File: config.mk
export PLATFORM = sky130hd
export DESIGN_NAME = serial_add_ctrl
export DESIGN_NICKNAME = d
export VERILOG_FILES = /design/src/rtl/serial_add_ctrl.sv
export SDC_FILE = /design/constraint.sdc
export NUM_CORES = 1
export LEC_CHECK = 0
export ABC_AREA = 1
export BUFFER_PORTS_ARGS = -buffer_cell sky130_fd_sc_hd__buf_2
export CORE_MARGIN = 1.5
export CORE_UTILIZATION = 40
export CTS_BUF_LIST = sky130_fd_sc_hd__clkbuf_8
export CTS_CLUSTER_SIZE = 40
export DETAILED_ROUTE_END_ITERATION = 8
export GPL_TIMING_DRIVEN = 0
export PLACE_DENSITY = 0.57
export SETUP_SLACK_MARGIN = 0.15
export SYNTH_ARGS = -nofsm -noshare
export SYNTH_HDL_FRONTEND = slang
export SYNTH_SLANG_ARGS = --single-unit
File: constraint.sdc
create_clock -name clk -period 2.3 [get_ports clk]
set_input_delay 0.345 -clock clk [delete_from_list [all_inputs] [get_ports clk]]
set_output_delay 0.345 -clock clk [all_outputs]
set_load 0.01 [all_outputs]
File: src/rtl/serial_add_ctrl.sv
// Bit-serial adder controller: one full-adder cell walked LSB-first
// over WIDTH cycles, with a held result register and overflow flag.
module serial_add_ctrl #(
    parameter int WIDTH = 8
) (
    input  logic             clk,
    input  logic             rst,
    input  logic             start,
    input  logic [WIDTH-1:0] a,
    input  logic [WIDTH-1:0] b,
    input  logic             c_in,
    output logic             busy,
    output logic             done,
    output logic [WIDTH-1:0] sum,
    output logic             c_out,
    output logic             ovf
);
    localparam int CW = (WIDTH > 1) ? $clog2(WIDTH) : 1;
    localparam logic [CW-1:0] LAST = CW'(WIDTH - 1);

    typedef enum logic [1:0] {IDLE, RUN, DONE} state_t;

    state_t           state_q, state_d;
    logic [WIDTH-1:0] a_sh_q, a_sh_d;
    logic [WIDTH-1:0] b_sh_q, b_sh_d;
    logic [WIDTH-1:0] res_sh_q, res_sh_d;
    logic [WIDTH-1:0] sum_q, sum_d;
    logic [CW-1:0]    cnt_q, cnt_d;
    logic             carry_q, carry_d;
    logic             c_out_q, c_out_d;
    logic             ovf_q, ovf_d;
    logic             s_bit, c_bit, msb;

    assign s_bit = a_sh_q[0] ^ b_sh_q[0] ^ carry_q;
    assign c_bit = (a_sh_q[0] & b_sh_q[0]) | (b_sh_q[0] & carry_q)
                 | (a_sh_q[0] & carry_q);
    assign msb   = (cnt_q == LAST);

    always_ff @(posedge clk or posedge rst) begin
        if (rst) state_q <= IDLE;
        else     state_q <= state_d;
    end

    always_comb begin
        state_d = state_q;
        unique case (state_q)
            IDLE:    if (start) state_d = RUN;
            RUN:     if (msb) state_d = DONE;
            DONE:    state_d = IDLE;
            default: state_d = IDLE;
        endcase
    end

    always_comb begin
        busy  = (state_q == RUN);
        done  = (state_q == DONE);
        sum   = sum_q;
        c_out = c_out_q;
        ovf   = ovf_q;
    end

    always_comb begin
        a_sh_d   = a_sh_q;
        b_sh_d   = b_sh_q;
        res_sh_d = res_sh_q;
        sum_d    = sum_q;
        cnt_d    = cnt_q;
        carry_d  = carry_q;
        c_out_d  = c_out_q;
        ovf_d    = ovf_q;
        case (state_q)
            IDLE: begin
                if (start) begin
                    a_sh_d  = a;
                    b_sh_d  = b;
                    carry_d = c_in;
                    cnt_d   = '0;
                end
            end
            RUN: begin
                a_sh_d   = a_sh_q >> 1;
                b_sh_d   = b_sh_q >> 1;
                res_sh_d = {s_bit, res_sh_q[WIDTH-1:1]};
                carry_d  = c_bit;
                cnt_d    = msb ? cnt_q : cnt_q + CW'(1);
                // carry_q here is still the carry into the MSB
                if (msb) begin
                    sum_d   = {s_bit, res_sh_q[WIDTH-1:1]};
                    c_out_d = c_bit;
                    ovf_d   = carry_q ^ c_bit;
                end
            end
            default: ;
        endcase
    end

    always_ff @(posedge clk or posedge rst) begin
        if (rst) begin
            a_sh_q   <= '0;
            b_sh_q   <= '0;
            res_sh_q <= '0;
            sum_q    <= '0;
            cnt_q    <= '0;
            carry_q  <= 1'b0;
            c_out_q  <= 1'b0;
            ovf_q    <= 1'b0;
        end else begin
            a_sh_q   <= a_sh_d;
            b_sh_q   <= b_sh_d;
            res_sh_q <= res_sh_d;
            sum_q    <= sum_d;
            cnt_q    <= cnt_d;
            carry_q  <= carry_d;
            c_out_q  <= c_out_d;
            ovf_q    <= ovf_d;
        end
    end
endmodule

After elaboration in Yosys (flattened, before gate mapping)
Cells that the tools add are included.
- flip-flop bits (word level): 40
- input bits: 20
- output and inout bits: 12
- word-level logic and storage cells: 42
- $add $sub $neg: 1
- equality and inequality tests: 6
- muxes and demuxes: 12
- bitwise logic cells: 8
- reductions and logical operators: 6
- operators by type and width (kind ; count):
    case mux 8 bit (2 select lines) ; 2
    two-way mux 8 bit ; 2
    two-way mux 3 bit ; 2
    case mux 3 bit (2 select lines) ; 1
    AND reduction 2 bit ; 3
    two-way mux 2 bit ; 2
    != test 2 bit (second input constant) ; 2
    case mux 2 bit (2 select lines) ; 1
    adder 3 x 1 -> 3 bit (second input constant) ; 1
    bitwise AND 1 bit ; 3
    == test 3 bit (second input constant) ; 1
    AND reduction 3 bit ; 1
    XOR 1 bit ; 3
    == test 2 x 1 -> 1 bit (second input constant) ; 1
    == test 2 bit (second input constant) ; 1
    zero test 2 bit ; 1
    != test 2 x 1 -> 1 bit (second input constant) ; 1
    bitwise OR 1 bit ; 2
    case mux 1 bit (2 select lines) ; 1
    nonzero test 2 bit ; 1
    two-way mux 1 bit ; 1

Longest topological paths before layout
- depth in word-level cells: 4
- gate-level depth with buffers: 7
- depth with buffers taken out: 6

Worst setup path before layout
Ideal clock, no wire load.
- path kind: reg2reg
- start point: register cnt_q[0]
- end point: register ovf_q (netlist: ovf)
- setup time: 65 ps
- data arrival time: 1157 ps
- required time: 2235 ps
- setup slack: 1078 ps
- cell stages (with the launch flop): 7
- path buffers: 1
- clock period less this slack: 1222 ps
- cell sequence: dfrtp_1 ha_1 ha_1 nand2_4 buf_6 nand2_1 nand2_1
- word-level cells in the longest chain between the ends: 2
- ends and longest elaborated chain (element ; RTL line ; source):
    start: declaration ; 28 ; logic [CW-1:0] cnt_q, cnt_d;
    start signal: assignment ; 112 ; cnt_q <= cnt_d;
    == test 3 bit ; 37 ; assign msb = (cnt_q == LAST);
    AND reduction 2 bit (no line) ; n/a ;
    end signal: assignment ; 115 ; ovf_q <= ovf_d;
    end: declaration ; 31 ; logic ovf_q, ovf_d;
Every way passes these cells.
A chain may end at the register's enable or synchronous reset.

Worst setup path in the final report
- start point: register state_q[1]
- end point: output port done
- word-level cells in the longest chain between the ends: 1
- ends and longest elaborated chain (element ; RTL line ; source):
    start: declaration ; 23 ; state_t state_q, state_d;
    start signal: assignment ; 41 ; else state_q <= state_d;
    == test 2 bit ; 56 ; done = (state_q == DONE);
    end: declaration ; 13 ; output logic done,
Every way passes these cells.

==> flow_summary.yaml <==
status:
  status: "complete, no violations"
setup_path:
  crit_path_max_fanout: 10
  max_stage_delay_ps: 430
  crit_arrival_ps: 1340
  path_cells: "inv_4, buf_2, nor2_1, buf_2"
  cp_slowest_cell: "dfrtp_1"
  cp-start-kind: "flop"
  cp_top_family: "buffers and inverters"
  crit_path_frequent_cell: "buf_2"
  path_buf_inv: 3
  cp.required_ps: 1960
  worst_setup_path_end_kind: "output port"
  path_class: "reg2out"
clocking:
  cts_inserted_buffers: 5
  hold_buffers: 0
  path_clk_slew_ps: 80
  cts_tree: "done"
  htree_num_levels: 2
  clk_latency_ps: 290
  clock_path_buffers: 2
  root_buffer: "clkbuf_8"
  numClockSinks: 39
  cts_resized: 0
  cts_setup_buffers: 0
placed_design:
  port_buffers: 31
  place_ws_ps: 927.2
  post-place-cells: 316
  hpwl_mm: 2.503
  finalWeightedCongestion: 0.7426
worst_hold_path:
  min-delay-path-class: "in2async"
logic_synthesis:
  synthArstFlopShare: 1.000
  syn-cell-area_um2: 1937
  synth_area_leader_cell: "dfrtp_1"
  synth-xor-area-share: 0.004522
  synthTopCellsByCount: "nand2_1, nand3_1, inv_1, dfrtp_1, o21ai_0"
  synthCells: 231
  syn_area_per_cell_um2: 8.385
  synth_mux_area_frac: 0
  ys_seq_area_frac: 0.5039
  synth-seq-cells: 39
  yosys.area_share.simple: 0.2868
  synth_top_family_by_area: "simple AND/OR/NAND/NOR gates"
  synth.most_common_cell: "nand2_1"
  synth-compound-area-share: 0.05491
  synth_ff_type: "dfrtp_1"
  yosysTopAreaCellShare: 0.5039
  ys_types: 18
  ys_top_cells_by_area: "dfrtp_1, nand2_1, nand3_1"
  synth_edf_count: 0
  synth_fp_nets: 254
  synth_fa_ha_area_frac: 0.02326
  ys_warn_count: 0
floorplan:
  die_area_um2: 5269
  die_h_um: 72.59
  ios: 32
  row_count: 25
  start_util: 0.4128
  die_w_um: 72.59
  coreArea_um2: 4692
timing:
  max_freq_ghz: 0.5944
  maxSlewHeadroom: 0.4577
  fin_crit_ps: 1682
  finalWorstSetupSlack_ps: 617.7
  clock_skew_ps: 8.519
  tightest_slew_ps: 812.3
  period_share: 0.7314
  rsz0062_at_grt: "no"
  finalSetupViolCount: 0
  drv_slew: 0
  setup-tns-final_ps: 0
  hold_viol_final: 0
  whs_ps: 205.0
global_routing:
  antenna_found_initial: 0
  gr-usage-met2: 0.2365
  grt_pass1_wl_mm: 6.327
  met3_usage: 0.03453
  grt_max_degree: 40
  grt.overflow.total: 0
  grt_pass1_vias: 1431
  top_usage_layer: "met2"
  track_usage: 0.1563
  grt.met1_usage: 0.2157
final_layout:
  layout.nets: 292
  layout-drive-gt1-share: 0.2370
  syn_to_final_growth_pct: 17.57
  final_util: 0.4853
  antenna_cells: 0
  final_cells: 324
detailed_routing:
  avgRoutedWirePerCell_um: 11.59
  vias_per_cell: 4.778
  firstDrtPassIters: 4
  ant_nets: 0
  drt-initial-drc-count: 120
  drc: 0
  vias: 1548
  drt_wl_total_mm: 3.755
power_and_ir_drop:
  power.density_nw_per_um2: 1337
  peakVddDrop_uv: 591.0
  p_leak_nw: 1.279
flow_run:
  maxCapViolCount: 0
## path summary, 6_finish.rpt
| path | cells past startpoint | slack [ps] | to | from |
|---|---|---|---|---|
| max in group asynchronous | 2 | 1570 | a_sh_q[5]$_DFFE_PP0P_ | rst |
| min reg2reg | 2 | 480 | sum[1]$_DFFE_PP0P_ | sum[1]$_DFFE_PP0P_ |
| max reg2reg | 6 | 970 | cnt_q[0]$_DFFE_PP0P_ | cnt_q[0]$_DFFE_PP0P_ |
| min in group clk | 3 | 260 | a_sh_q[7]$_DFFE_PP0P_ | a[7] |
| min | 2 | 200 | b_sh_q[1]$_DFFE_PP0P_ | rst |
| max | 4 | 620 | done | state_q[1]$_DFFE_PP0P_ |
## power by group
part	internal, mW	switching [mW]	total [mW]
registers	0.998	0.165	1.16
logic	0.521	0.764	1.29
clock network	0.351	0.246	0.597
## cell type report
type                            count  area [um2]
Tap cell                           54       67.56
Timing Repair Buffer               31       155.1
Clock buffer                        6       82.58
Buffer                             10       82.58
Sequential cell                    39       975.9
Inverter                           42       162.7
Clock inverter                      2       35.03
Multi-Input combinational cell    140       715.7
Fill cell                         480        2415
## kinds of logic after synthesis
kind of cell,Yosys count
compound gates,16
xor+xnor,1
fa+ha+maj,3
buf+inv,52
flops,39
simple gates,120
## placed cells by master (no fill, tap or decap), drive strengths merged
| master | count |
|---|---|
| clkinv | 1 |
| dfrtp | 39 |
| bufinv | 1 |
| nand2 | 69 |
| clkbuf | 6 |
| fa | 1 |
| xor2 | 1 |
| buf | 41 |
| inv | 42 |
| o21ai | 16 |
| nor2 | 5 |
| nand3 | 45 |
| ha | 2 |
| nand4 | 1 |
## registers in the layout, summed over array words and instances, names as in the netlist
| register | cells |
|---|---|
| b_sh_q | 8 |
| carry_q | 1 |
| sum | 8 |
| state_q | 2 |
| c_out | 1 |
| ovf | 1 |
| res_sh_q | 7 |
| cnt_q | 3 |
| a_sh_q | 8 |
## per-layer routing
| layer | vias up | wire length (um) |
|---|---|---|
| met2 | 34 | 1694 |
| met5 | - | 0 |
| met3 | 6 | 148 |
| li1 | 787 | - |
| met4 | 0 | 60 |
| met1 | 721 | 1851 |
## metrics by stage
stage | area [um2] | total power, mW
6_report | 2277 | 3.046
4_1_cts | 2277 | 3.082
3_5_place_dp | 2160 | 2.482
5_1_grt | 2277 | 3.316
2_1_floorplan | 1937 | 2.156
3_3_place_gp | 2160 | 2.457
Power figures use the tool's default switching activity.
